<file path="config.mk">
export PLATFORM = sky130hd
export DESIGN_NAME = display_sequencer
export DESIGN_NICKNAME = d
export VERILOG_FILES = /design/src/rtl/display_pkg.sv /design/src/rtl/btn_rise_detect.sv /design/src/rtl/display_sequencer.sv
export SDC_FILE = /design/constraint.sdc
export NUM_CORES = 1
export LEC_CHECK = 0
export ABC_AREA = 1
export BUFFER_PORTS_ARGS = -buffer_cell sky130_fd_sc_hd__buf_2
export CORE_MARGIN = 2
export CORE_UTILIZATION = 41
export CTS_BUF_LIST = sky130_fd_sc_hd__clkbuf_4
export CTS_CLUSTER_SIZE = 24
export DETAILED_ROUTE_END_ITERATION = 7
export PLACE_DENSITY = 0.94
export SETUP_SLACK_MARGIN = 0.05
export SYNTH_ARGS = -nofsm -noshare
export SYNTH_HDL_FRONTEND = slang
export SYNTH_SLANG_ARGS = --single-unit
</file>
<file path="constraint.sdc">
create_clock -name clk -period 1.43 [get_ports clk]
set_input_delay 0.286 -clock clk [delete_from_list [all_inputs] [get_ports clk]]
set_output_delay 0.286 -clock clk [all_outputs]
set_load 0.05 [all_outputs]
</file>
<file path="src/rtl/display_pkg.sv">
// Shared definitions for the display sequencer and the status-text block:
// mode codes, digit packing and 7-segment letter glyphs.
package display_pkg;

   localparam logic [1:0] MODE_CORE  = 2'b00;
   localparam logic [1:0] MODE_ALARM = 2'b01;
   localparam logic [1:0] MODE_STOP  = 2'b10;

   localparam int DIGITS  = 6;
   localparam int DIGIT_W = 7;
   localparam int SEG_W   = DIGITS * DIGIT_W;

   localparam logic [6:0] SEG_BLANK = 7'b0;

   // Glyphs are gfedcba, 1 = segment on.
   localparam logic [6:0] SEG_A = 7'b1110111;
   localparam logic [6:0] SEG_C = 7'b0111001;
   localparam logic [6:0] SEG_K = 7'b1110101;
   localparam logic [6:0] SEG_L = 7'b0111000;
   localparam logic [6:0] SEG_M = 7'b0110111;
   localparam logic [6:0] SEG_O = 7'b0111111;
   localparam logic [6:0] SEG_P = 7'b1110011;
   localparam logic [6:0] SEG_R = 7'b1010000;
   localparam logic [6:0] SEG_S = 7'b1101101;
   localparam logic [6:0] SEG_T = 7'b1111000;

   typedef enum logic {
      ST_BANNER = 1'b0,
      ST_SHOW   = 1'b1
   } seq_state_t;

   // Digit 1 is the leftmost and occupies the top slice of the 42-bit bus.
   function automatic int digit_lsb(input int d);
      return (DIGITS - d) * DIGIT_W;
   endfunction

   // Illegal code 11 recovers to core.
   function automatic logic [1:0] next_mode(input logic [1:0] m);
      case (m)
         MODE_CORE:  return MODE_ALARM;
         MODE_ALARM: return MODE_STOP;
         default:    return MODE_CORE;
      endcase
   endfunction

endpackage

</file>
<file path="src/rtl/btn_rise_detect.sv">
// One-cycle delay register on a debounced level, emitting a rising-edge pulse.
module btn_rise_detect (
   input  logic clk,
   input  logic rst_n,
   input  logic level,
   output logic rise
);

   logic level_d;

   always_ff @(posedge clk) begin
      if (!rst_n) level_d <= 1'b0;
      else        level_d <= level;
   end

   assign rise = level & ~level_d;

endmodule

</file>
<file path="src/rtl/display_sequencer.sv">
// Sequences the six-digit display between banner text and live mode digits.
// Optional blinking banner when DISPLAY_SEQ_BLINK_EN is defined.
module display_sequencer
   import display_pkg::*;
#(
   parameter int BANNER_TICKS = 3,
   parameter int CNT_W        = 4
) (
   input  logic        clk,
   input  logic        rst_n,
   input  logic        tick,
   input  logic        btn_mode,
   input  logic        mode_lock,
   input  logic [41:0] core_seg,
   input  logic [41:0] alarm_seg,
   input  logic [41:0] stop_seg,
   input  logic [41:0] banner_seg,
   output logic [1:0]  st_mux,
   output logic [6:0]  seg1,
   output logic [6:0]  seg2,
   output logic [6:0]  seg3,
   output logic [6:0]  seg4,
   output logic [6:0]  seg5,
   output logic [6:0]  seg6,
   output logic        banner_active
);

   localparam logic [CNT_W-1:0] CNT_LAST = CNT_W'(BANNER_TICKS - 1);

   seq_state_t       state;
   logic [CNT_W-1:0] cnt;
   logic [41:0]      seg_q;
   logic [41:0]      live_seg;
   logic [41:0]      banner_view;
   logic             rise;
   logic             press;

   btn_rise_detect u_btn_rise (
      .clk   (clk),
      .rst_n (rst_n),
      .level (btn_mode),
      .rise  (rise)
   );

   assign press = rise & ~mode_lock;

   always_comb begin
      live_seg = '0;
      case (st_mux)
         MODE_CORE:  live_seg = core_seg;
         MODE_ALARM: live_seg = alarm_seg;
         MODE_STOP:  live_seg = stop_seg;
         default:    live_seg = '0;
      endcase
   end

`ifdef DISPLAY_SEQ_BLINK_EN
   logic phase;

   always_ff @(posedge clk) begin
      if (!rst_n)
         phase <= 1'b1;
      else if (press)
         phase <= 1'b1;
      else if (state == ST_BANNER && tick)
         phase <= ~phase;
   end

   assign banner_view = phase ? banner_seg : '0;
`else
   assign banner_view = banner_seg;
`endif

   // A press always wins over a coincident tick, so the banner restarts.
   always_ff @(posedge clk) begin
      if (!rst_n) begin
         st_mux        <= MODE_CORE;
         state         <= ST_BANNER;
         cnt           <= '0;
         banner_active <= 1'b1;
         seg_q         <= '0;
      end else begin
         banner_active <= (state == ST_BANNER);
         seg_q         <= (state == ST_BANNER) ? banner_view : live_seg;
         if (press) begin
            st_mux <= next_mode(st_mux);
            state  <= ST_BANNER;
            cnt    <= '0;
         end else if (state == ST_BANNER && tick) begin
            if (cnt == CNT_LAST) begin
               state <= ST_SHOW;
               cnt   <= '0;
            end else begin
               cnt <= cnt + 1'b1;
            end
         end
      end
   end

   assign seg1 = seg_q[digit_lsb(1) +: DIGIT_W];
   assign seg2 = seg_q[digit_lsb(2) +: DIGIT_W];
   assign seg3 = seg_q[digit_lsb(3) +: DIGIT_W];
   assign seg4 = seg_q[digit_lsb(4) +: DIGIT_W];
   assign seg5 = seg_q[digit_lsb(5) +: DIGIT_W];
   assign seg6 = seg_q[digit_lsb(6) +: DIGIT_W];

endmodule

</file>
* After elaboration in Yosys (flattened, before gate mapping)
Cells that the tools add are included.
Storage, ports and cells: flip-flop bits (word level) 51, latch bits 0, memory bits (writable) 0, bits in read-only memories 0, bits of input ports 173, output and inout port bits 45, memories 0
Operators by class: add/subtract/negate cells 1, multiply operators 0, div/mod/pow operators 0, order comparisons 0, equal/unequal tests 3, shifts and indexed selects 0, muxes and demuxes 4, bitwise logic cells 6, reductions and logical operators 4
Operator list (number):
- $pmux 42 s3 | 1
- $mux 42 | 1
- $add 4x1->4 const B | 1
- $eq 4x2->1 const B | 1
- $mux 4 | 1
- $not 1->1 | 4
- $pmux 2 s2 | 1
- $and 1x1->1 | 2
- $eq 2x1->1 const B | 1
- $eq 2x2->1 const B | 1
- $logic_not 2->1 | 1
- $reduce_and 2->1 | 1
- $reduce_or 2->1 | 1
- $logic_and 1x1->1 | 1

* Depth between registers and ports, before layout
Gate-level depths: netlist of run 1.
depth after elaboration 4, gate-level depth with buffers 7, mapped depth without buffers 6

* Modules after synthesis
Synthesis of run 1 repeated with hierarchy kept, for this count alone.
Second synthesis, totals: cells, all modules 427, area total of the unflattened synthesis 2927.8 um2
Modules (own cells, without submodules):
- display_sequencer | instances 1, cells each 422, area an instance 2890.3 um2
- btn_rise_detect | instances 1, cells each 5, area an instance 37.5 um2

* Least setup slack after synthesis of run 1
OpenSTA, ideal clock, no wires.
path kind reg-to-reg, from register st_mux[1], to register seg_q[2], library setup time 132 ps, data arrival time 1335 ps, data required time 1298 ps, path slack -37 ps, cell stages (with the launch flop) 8, buffers on the path 2, cell sequence dfxtp_1 > buf_6 > clkinv_2 > buf_2 > nand3_1 > nand3_1 > nand2_1 > a21oi_2
On the way: word-level cells in the longest chain between the ends 3
RTL lines:
- from (decl) | RTL line display_sequencer.sv:18 | output logic [1:0] st_mux,
- from (signal assigned) | RTL line display_sequencer.sv:86 | st_mux <= next_mode(st_mux);
- $eq 2x2->1 (tied with other cells) | RTL line display_sequencer.sv:49 | case (st_mux)
- $pmux 42 s3 * | RTL line display_sequencer.sv:49
- $mux 42 * | RTL line display_sequencer.sv:84 | seg_q <= (state == ST_BANNER) ? banner_view : live_seg;
- to (signal assigned) | RTL line display_sequencer.sv:84
- to (decl) | RTL line display_sequencer.sv:32 | logic [41:0] seg_q;
Every way passes the cells marked *; elsewhere a longest branch is shown, timed or not. A chain may end at the register's enable or synchronous reset.

* Worst setup path in the final report of run 1
from register st_mux[0], to output port st_mux[0]
No word-level cell between the ends.

==> key figures, run 1 <==
Floorplanning
  • Die H: 86.74 µm
  • # rows: 30
  • Io pins: 218
  • Starting Density: 0.4177
  • Die Wd: 86.74 µm
  • DIE AREA: between 7000 and 8000 µm²
  • Core footprint: 6719 µm²

Timing
  • Final period utilization: 0.9257
  • Final hold slack: 0.1433 ns
  • Final setup vio count: 0
  • Period minus WS final: between 1 and 1.5 ns
  • Fmax: 755.4 MHz
  • Final Slew Violations: 0
  • Least-Margin Pin Slew: approximately 0.29 ns
  • Final Hold Fails: 0
  • Setup TNS: 0 ns
  • Post-Route Skew: between 0.015 and 0.02 ns
  • Slew headroom: 0.8095
  • RSZ-0062 raised after global routing: no

Cells and area
  • Layout net count: 803
  • Share of layout cells above drive strength 1: 0.4086
  • Area Overhead vs Synth: 43.69%
  • Antenna cells: 0

CTS
  • CTS H-tree lvls: 2
  • Clock Pin Slew Worst Setup and Hold Paths: roughly 0.15 ns
  • Clk sinks: 51
  • Clk root buf: clkbuf_4
  • # hold bufs at CTS: 0
  • CTS Buf Count: 5
  • CTS tree: yes
  • Clk_lat worst skew: ~0.37 ns
  • CTS Buffer Depth: 2

Pwr
  • Cell Pwr Density: roughly 830 nW/µm²
  • Total Power: ~0.0033 W
  • Peak VDD IR: 0.4624 mV
  • Sequential Power Share: 0.460
  • LEAKAGE: 2.152 nW
  • Clock power frac: 0.188
  • Internal cell power: about 0.0021 W
  • Switching share of power: 0.3662
  • Combinational fraction of design power: 0.352
  • P_sw: 0.001225 W

Setup path
  • Critical Path Fanout Max: 10
  • Startpoint Class: flip-flop
  • CP required: roughly 1.1 ns
  • Worst-case reg-to-reg path depth: 7
  • CP Data Arrival Time: 1.04 ns
  • RR Startpoint: st_mux[0]$_SDFFE_PN0P_
  • Reg2reg end: seg_q[23]$_SDFF_PN0_
  • Setup crit start: st_mux[0]$_SDFFE_PN0P_
  • Worst reg-to-reg setup slack: around 0.15 ns
  • Critical path class: flip-flop to output port
  • Worst Setup End Kind: output port

Worst hold path
  • Hold path depth: 3
  • HP Class: input port to flip-flop
  • WHS Endpoint: seg_q[19]$_SDFF_PN0_
  • Hold path startpoint: banner_seg[19]

Routing
  • Routed Antenna Nets: 0
  • # DRC: 0
  • 1st-iter DRT viols: 156
  • Via count: 3,766
  • Pre-antenna DRT Iters: 4
  • Vias per inst: 5.312
  • WL final: 10,270 µm
  • DR WL/cell: about 14 µm

Yosys
  • Ranking of synthesized cells by area: dfxtp_1 36%, nand3_1 23%, nand2_1 18%
  • Syn nets: 598
  • Area leader, netlist: dfxtp_1
  • Synth Instances: 425
  • Mean Syn Cell Area: 6.603 µm²
  • Top cells by count, synth: 135 x nand2_1, 131 x nand3_1, 51 x dfxtp_1
  • Number of synthesized register bits: 51
  • Area share of the largest cell type after synthesis: 0.3638
  • Post-Syn Area: approximately 2800 µm²
  • Asr flop ratio synth: 0
  • Synth cell types: 24
  • Main synth FF type: dfxtp_1
  • Post-synth EDFFs: 0
  • Most frequent cell after synthesis: nand2_1
  • Synth warnings: 0
  • Sequential cell area fraction in the yosys report: 0.3638

Flow run
  • Number of max-cap violations: 0

Global routing
  • First-pass GRT wire length: about 15,000 µm
  • Largest net degree at the start of global routing: 45
  • Vias in the first global route: 3,302
  • Antenna violations before repair: 0
  • Aggregate global-route resource usage: 0.2495
  • Total gr overflow: 0

Placed design
  • Input/output buffers: 217
  • Post-DP HPWL: 7400 µm
  • RD Place Congestion: 0.7550

Outcome
  • Status: completed
final cells by class:
type,instances,area [µm²]
Fill cell,616,2686
Inverter,11,50.05
Sequential cell,51,1030
Clock inverter,1,7.507
Tap cell,80,100.1
Timing Repair Buffer,234,1284
Multi-Input combinational cell,327,1524
Clock buffer,5,37.54
how the worst max path moves through the flow:
| stage | endpoint | slack (ns) |
|---|---|---|
| floorplan | seg_q[2]$_SDFF_PN0_ | 0.14 |
| global placement | seg_q[16]$_SDFF_PN0_ | 0.21 |
| detailed placement | seg_q[32]$_SDFF_PN0_ | 0.14 |
| CTS | seg_q[32]$_SDFF_PN0_ | 0.02 |
| global route | st_mux[1] | 0.05 |
| finish | st_mux[0] | 0.11 |
cell usage in the layout (no fill, tap or decap):
cell type	n
nor2_1	5
buf_8	1
inv_1	7
nand3_1	131
clkbuf_4	5
dfxtp_2	1
a21oi_1	36
dfxtp_1	48
o21ai_0	2
dfxtp_4	2
nand3b_1	1
nand2_1	135
clkinv_1	1
buf_6	2
buf_12	4
xor2_1	1
clkinv_2	1
inv_2	1
clkinvlp_4	1
buf_4	12
a21oi_2	10
nor2_8	1
nand4_1	1
inv_8	1
a211oi_1	1
buf_2	215
nor3_1	2
o21ai_1	1
worst max-delay path, stage by stage, from the launching register on:
cell and delay, ns:
dfxtp_4 0.38, buf_6 0.14, buf_8 0.15
power by group through the flow:
stage / clock, W / sequential (W) / combinational (W)
global route: 0.000695 / 0.00155 / 0.00126
CTS: 0.000653 / 0.00154 / 0.00115
detailed placement: 0 / 0.00158 / 0.00114
floorplan: 0 / 0.00184 / 0.000457
global placement: 0 / 0.00157 / 0.00112
finish: 0.000629 / 0.00154 / 0.00118
state kept, by name, summed over array words and instances (netlist names):
register            flops
state                   1
seg_q                  42
cnt                     4
st_mux                  2
u_btn_rise.level_d      1
banner_active           1
metrics by stage:
stage	cells	setup WS [ns]	cell area (µm²)	utilization
finish	709	0.1062	4033	0.6002
global route	709	0.05017	4033	0.6002
CTS	707	0.02357	4001	0.5955
detailed placement	700	0.1413	3935	0.5857
global placement	700	0.2094	3935	0.5857
floorplan	425	0.1376	2809	-
kinds of logic after synthesis:
group                     share of synthesized area
buffers and inverters                       0.09317
and+or+nand+nor                              0.4365
DFF                                          0.3638
AOI/OAI and AO/OA                            0.1034
xor gates and xnor gates                   0.003121
metal layers:
| metal | wire [µm] | GRT usage | vias up | part of all wire |
|---|---|---|---|---|
| li1 | - | - | 1829 | - |
| met1 | 3785 | 0.2911 | 1690 | 0.37 |
| met2 | 5363 | 0.4601 | 226 | 0.52 |
| met3 | 947 | 0.05143 | 21 | 0.092 |
| met4 | 175 | 0.06676 | 0 | 0.017 |
| met5 | 0 | 0 | - | 0 |
timing repair:
| item | in CTS | in global routing |
|---|---|---|
| gates cloned | 0 | 0 |
| gates resized for setup | 5 | 5 |
| setup endpoints to repair | 2 | 44 |
| setup buffers | 1 | 2 |
Power figures use the tool's default switching activity.
==> inputs of run 2 (changes only) <==
- clock period: 1.43 -> 1.3 ns (I/O delays scaled with it)
==> run 2 against run 1 <==
  * The flow now finishes with violations (setup timing)
  * Clock skew down 0.0048 ns
  * Final cell count up 0.99%
  * Utilization up 5.5 points
  * Register-to-register slack worse by 0.14 ns
  * First-iteration DRC count up 54%
  * Via count up 4.5%
  * Non-clock buffer count up 6
  * Largest cell class unchanged
==> key figures, run 2 (synthesis results as in run 1) <==
Timing
  • Slew headroom: 0.7740 (-0.03545)
  • Final setup vio count: 1 (+1)
  • Final worst setup slack: -0.003951 ns (-0.1102 ns)
  • Post-Route Skew: 0.01241 ns (-0.004834 ns)
  • Fmax: 766.9 MHz
  • Final Slew Violations: 0 (unchanged)
  • Period minus WS final: 1.304 ns
  • Least-Margin Pin Slew: 0.3387 ns (+0.05290 ns)
  • Final Hold Fails: 0 (unchanged)
  • RSZ-0062 raised after global routing: yes
  • Setup TNS: -0.003951 ns (-0.003951 ns)
  • Final period utilization: 1.003

Routing
  • DR WL/cell: 15.22 µm (+5.1%)
  • Routed Antenna Nets: 0 (unchanged)
  • Via count: 3,935 (+4.5%)
  • Pre-antenna DRT Iters: 5 (+1)
  • WL final: 10,900 µm (+6.1%)
  • # DRC: 0 (unchanged)
  • Vias per inst: 5.496 (+3.5%)
  • 1st-iter DRT viols: 241 (+54%)

Floorplanning
  • Starting Density: 0.4177 (unchanged)
  • Die Wd: 86.74 µm (unchanged)
  • DIE AREA: 7523 µm² (unchanged)
  • # rows: 30 (unchanged)
  • Core footprint: 6719 µm² (unchanged)
  • Die H: 86.74 µm (unchanged)
  • Io pins: 218 (unchanged)

Placed design
  • RD Place Congestion: 0.8143 (+7.9%)
  • Post-DP HPWL: 7386 µm (-0.18%)
  • Input/output buffers: 217 (unchanged)
  • Setup WS pre-CTS: 0.07815 ns (-0.06315 ns)
  • # placed instances: 701 (+0.14%)

Setup path
  • CP Data Arrival Time: 1.04 ns (about the same)
  • Reg2reg end: seg_q[11]$_SDFF_PN0_
  • Critical Path Most Common Cell: buf_12
  • Worst Setup End Kind: output port
  • Worst-path cell chain: buf_12 -> buf_12
  • Startpoint Class: flip-flop
  • RR Startpoint: st_mux[1]$_SDFFE_PN0P_
  • Worst-case reg-to-reg path depth: 7 (unchanged)
  • Critical-path top delay cell: dfxtp_4
  • Crit-path max cell delay: 0.43 ns (+0.05 ns)
  • CP required: 1.04 ns (-0.10 ns)
  • Critical path class: flip-flop to output port
  • Critical Path Fanout Max: 4 (-6)
  • Worst reg-to-reg setup slack: 0.01 ns (-0.14 ns)

CTS
  • Clk root buf: clkbuf_4
  • CTS Buffer Depth: 2 (unchanged)
  • Clock Pin Slew Worst Setup and Hold Paths: 0.14 ns (about the same)
  • CTS tree: yes
  • # hold bufs at CTS: 0 (unchanged)
  • Clk_lat worst skew: 0.35 ns (-0.02 ns)
  • CTS Buf Count: 5 (unchanged)
  • Clk sinks: 51 (unchanged)
  • CTS H-tree lvls: 2 (unchanged)

Cells and area
  • Area Overhead vs Synth: 56.84%
  • Fin cells: 716 (+0.99%)
  • Max FFs per register: 42 (unchanged)
  • Layout net count: 809 (+0.75%)
  • Share of layout cells above drive strength 1: 0.4811 (+0.07255)
  • Most common cell after layout, fill and taps aside: buf_2
  • Most frequent cells in the layout: 192 x buf_2, 122 x nand2_1, 117 x nand3_1, 48 x dfxtp_1, 29 x clkbuf_4
  • Top Registers: seg_q: 42 flops, cnt: 4 flops, st_mux: 2 flops
  • Final core occ: 0.6551 (+0.05493)
  • Most flops, register: seg_q
  • Antenna cells: 0 (unchanged)

Global routing
  • Aggregate global-route resource usage: 0.2513 (+0.001840)
  • Vias in the first global route: 3,510 (+6.3%)
  • Antenna violations before repair: 0 (unchanged)
  • Total gr overflow: 0 (unchanged)
  • Largest net degree at the start of global routing: 45 (unchanged)
  • First-pass GRT wire length: 15,190 µm (+1.5%)

Worst hold path
  • Hold path startpoint: btn_mode
  • Hold path depth: 3 (unchanged)
  • WHS Endpoint: u_btn_rise.level_d$_SDFF_PN0_
  • HP Class: input port to flip-flop

Pwr
  • LEAKAGE: 2.292 nW (+6.5%)
  • Peak VDD IR: 0.4188 mV (-9.4%)
  • Cell Pwr Density: 884.1 nW/µm² (+6.6%)
  • Total Power: 0.003892 W (+16%)

Flow run
  • Number of max-cap violations: 0 (unchanged)

Outcome
  • Failing checks: setup timing
  • Status: finished with violations
run 2: changes by cell type in the layout (fill, tap and decap cells not counted), moves of 5 or more:
cell	change
nand3_1	-14
buf_2	-23
nand2_1	-13
nand2_2	+7
clkbuf_4	+24
nand2_4	+6
buf_12	+5
a21oi_1	-15
nand3_2	+14
a21oi_2	+15
run 2: area by class of cell:
type	count	area, µm²
clock buffer	7	52.55
inverter	11	47.55
tap	80	100.1
multi-input combinational	327	1713
sequential	51	1030
timing repair buffer	240	1459
fill	568	2317
run 2: how the worst max path moves through the flow:
stage                                      end                   start
final                                st_mux[0]  st_mux[0]$_SDFFE_PN0P_
after global routing                 st_mux[0]  st_mux[0]$_SDFFE_PN0P_
after CTS                            st_mux[0]  st_mux[0]$_SDFFE_PN0P_
after detailed placement  seg_q[11]$_SDFF_PN0_  st_mux[0]$_SDFFE_PN0P_
after global placement               st_mux[0]  st_mux[0]$_SDFFE_PN0P_
after floorplan            seg_q[2]$_SDFF_PN0_  st_mux[0]$_SDFFE_PN0P_
run 2: what timing repair did:
item,in CTS,in global routing
buffers inserted,4,2
resized for setup,9,74
gates cloned,0,2
pin swaps,0,7
endpoints found under the setup margin,3,68
run 2: worst max-delay path, delay by kind of cell (launching register included):
kind	cells	cell delay, ns
flops	1	0.43
buf+inv	2	0.26
run 2: through the flow:
| stage | hold WS (ns) | cell area, µm² |
|---|---|---|
| after floorplan | 0.3535 | 2811 |
| after global placement | 0.4581 | 3970 |
| after detailed placement | 0.4706 | 3970 |
| after CTS | 0.08533 | 4098 |
| after global routing | 0.08454 | 4402 |
| final | 0.09812 | 4402 |
run 2: per-layer routing:
metal	up-vias	wire, µm	GRT usage
met3	29	972	0.05048
met2	275	5618	0.4657
li1	1842	-	-
met5	-	0	0
met4	0	297	0.09375
met1	1789	4011	0.2813
run 2: power by group:
group	internal, W	switching [W]	leakage (nW)
combinational	0.000584	0.000883	1.83
sequential	0.00165	0.0000398	0.425
clock	0.000248	0.000483	0.0322
total	0.00249	0.00141	2.29
==> inputs of run 3 (changes only) <==
- CORE_UTILIZATION: 41 -> 44
- PLACE_DENSITY: 0.94 -> 0.95
- clock period: 1.3 -> 1.54 ns (I/O delays scaled with it)
==> run 3 against run 2 <==
  * Critical endpoint unchanged
  * Worst hold slack improved by 0.062 ns
  * The flow now finishes without violations
  * Clock skew rose by 0.0033 ns
  * Largest cell class unchanged
  * Die area fell by 6.5%
  * Clock-buffer cell count fell by 1
==> key figures, run 3 (synthesis results as in run 1) <==
Outcome
  • Status: completed

Placed design
  • Input/output buffers: 217 (unchanged)
  • Post-DP HPWL: 7344 µm (-0.57%)
  • # placed instances: 697 (-0.57%)
  • RD Place Congestion: 0.8622 (+5.9%)

Timing
  • Period minus WS final: 1.419 ns
  • Final Slew Violations: 0 (unchanged)
  • Slew headroom: 0.7074 (-0.06667)
  • Final period utilization: 0.9211
  • Final setup vio count: 0 (-1)
  • Final Hold Fails: 0 (unchanged)
  • Least-Margin Pin Slew: 0.4390 ns (+0.1003 ns)
  • Final hold slack: 0.1603 ns (+0.06222 ns)
  • RSZ-0062 raised after global routing: no
  • Setup TNS: 0 ns (+0.003951 ns)
  • Fmax: 705.0 MHz
  • Post-Route Skew: 0.01568 ns (+0.003271 ns)

Pwr
  • LEAKAGE: 2.121 nW (-7.4%)
  • Total Power: 0.003048 W (-22%)
  • Peak VDD IR: 0.4204 mV (+0.37%)
  • Cell Pwr Density: 770.9 nW/µm² (-13%)

Cells and area
  • Fin cells: 703 (-1.8%)
  • Fill count: 572 (+0.70%)
  • Most flops, register: seg_q
  • Max FFs per register: 42 (unchanged)
  • Share of layout cells above drive strength 1: 0.4058 (-0.07538)
  • Most common cell after layout, fill and taps aside: buf_2
  • Area Overhead vs Synth: 40.88%
  • Antenna cells: 0 (unchanged)
  • Layout net count: 800 (-1.1%)
  • Top Registers: seg_q: 42 flops, cnt: 4 flops, st_mux: 2 flops
  • Most frequent cells in the layout: 216 x buf_2, 135 x nand2_1, 131 x nand3_1, 48 x dfxtp_1, 36 x a21oi_1

Setup path
  • Worst Setup End Kind: output port
  • Critical path class: flip-flop to output port
  • Reg2reg end: seg_q[36]$_SDFF_PN0_
  • Startpoint Class: flip-flop
  • CP required: 1.23 ns (+0.19 ns)
  • Worst-case reg-to-reg path depth: 5 (-2)
  • Worst-path cell chain: buf_2
  • Buf/Inv on CP: 1 (-1)
  • RR Startpoint: st_mux[0]$_SDFFE_PN0P_
  • CP Data Arrival Time: 1.11 ns (+0.07 ns)
  • Critical-path top delay cell: dfxtp_2
  • Setup crit start: st_mux[0]$_SDFFE_PN0P_
  • Worst reg-to-reg setup slack: 0.28 ns (+0.27 ns)
  • Worst path top cell family by delay: flip-flops
  • Crit-path max cell delay: 0.45 ns (+0.02 ns)
  • Critical Path Fanout Max: 5 (+1)

Routing
  • # DRC: 0 (unchanged)
  • DR WL/cell: 14.12 µm (-7.2%)
  • WL final: 9929 µm (-8.9%)
  • Vias per inst: 5.353 (-2.6%)
  • Via count: 3,763 (-4.4%)
  • Pre-antenna DRT Iters: 5 (unchanged)
  • Routed Antenna Nets: 0 (unchanged)
  • 1st-iter DRT viols: 210 (-13%)

Global routing
  • GR Util met3: 0.06330 (+0.01283)
  • Vias in the first global route: 3,544 (+0.97%)
  • Aggregate global-route resource usage: 0.2746 (+0.02330)
  • Antenna violations before repair: 0 (unchanged)
  • Grt met2 use: 0.4887 (+0.02299)
  • Total gr overflow: 0 (unchanged)
  • Top Usage Layer GRT: met2
  • Met1 Usage GRT: 0.3177 (+0.03633)
  • First-pass GRT wire length: 16,020 µm (+5.5%)
  • Largest net degree at the start of global routing: 45 (unchanged)

CTS
  • Clk_lat worst skew: 0.36 ns (about the same)
  • # hold bufs at CTS: 0 (unchanged)
  • Setup Buffers After CTS: 0 (-4)
  • CTS Buf Count: 5 (unchanged)
  • Clk sinks: 51 (unchanged)
  • Post-cts gate resize count: 0 (-9)
  • CTS H-tree lvls: 2 (unchanged)
  • CTS tree: yes
  • CTS Buffer Depth: 2 (unchanged)
  • Clk root buf: clkbuf_4
  • Clock Pin Slew Worst Setup and Hold Paths: 0.13 ns (about the same)

Flow run
  • Number of max-cap violations: 0 (unchanged)

Worst hold path
  • WHS Endpoint: u_btn_rise.level_d$_SDFF_PN0_
  • Hold path depth: 3 (unchanged)
  • HP Class: input port to flip-flop
  • Hold path startpoint: btn_mode

Floorplanning
  • Starting Density: 0.4497 (+0.03199)
  • Io pins: 218 (unchanged)
  • Die H: 83.87 µm (-3.3%)
  • Core footprint: 6241 µm² (-7.1%)
  • DIE AREA: 7033 µm² (-6.5%)
  • Die Wd: 83.87 µm (-3.3%)
  • # rows: 29 (-3.3%)
-- run 3: power by group --
| part | switching (W) | internal (W) | leakage (nW) | total [W] |
|---|---|---|---|---|
| Clock | 0.000390 | 0.000181 | 0.0276 | 0.000571 |
| Sequential | 0.0000366 | 0.00140 | 0.425 | 0.00143 |
| Combinational | 0.000664 | 0.000378 | 1.67 | 0.00104 |
| Total | 0.00109 | 0.00196 | 2.12 | 0.00305 |
-- run 3: area by class of cell --
class                      count  area (µm²)  share of cell area
multi-input combinational    327        1524              0.3854
tap                           77       96.34             0.02437
inverter                      11       45.04             0.01139
clock buffer                   6       45.04             0.01139
timing repair buffer         231        1219              0.3082
sequential                    51        1025              0.2592
-- run 3: metal layers --
metal	part of all wire	wire, µm
met5	0	0
met4	0.027	267
met3	0.095	947
met2	0.50	4968
met1	0.38	3744
-- run 3: worst max-delay path by stage --
| stage | endpoint | slack [ns] | cells past startpoint |
|---|---|---|---|
| after floorplan | seg_q[2]$_SDFF_PN0_ | 0.07 | 7 |
| after detailed placement | seg_q[5]$_SDFF_PN0_ | 0.32 | 5 |
| final | st_mux[0] | 0.12 | 1 |
| after global routing | st_mux[1] | 0.07 | 1 |
| after CTS | st_mux[1] | 0.08 | 1 |
| after global placement | seg_q[35]$_SDFF_PN0_ | 0.38 | 5 |
-- run 3: metrics by stage --
stage | setup WS, ns | instance area [µm²] | utilization
6_report | 0.1215 | 3954 | 0.6335
5_1_grt | 0.07034 | 3954 | 0.6335
4_1_cts | 0.08398 | 3951 | 0.6331
3_5_place_dp | 0.3175 | 3906 | 0.6259
3_3_place_gp | 0.3779 | 3906 | 0.6259
2_1_floorplan | 0.07311 | 2806 | -
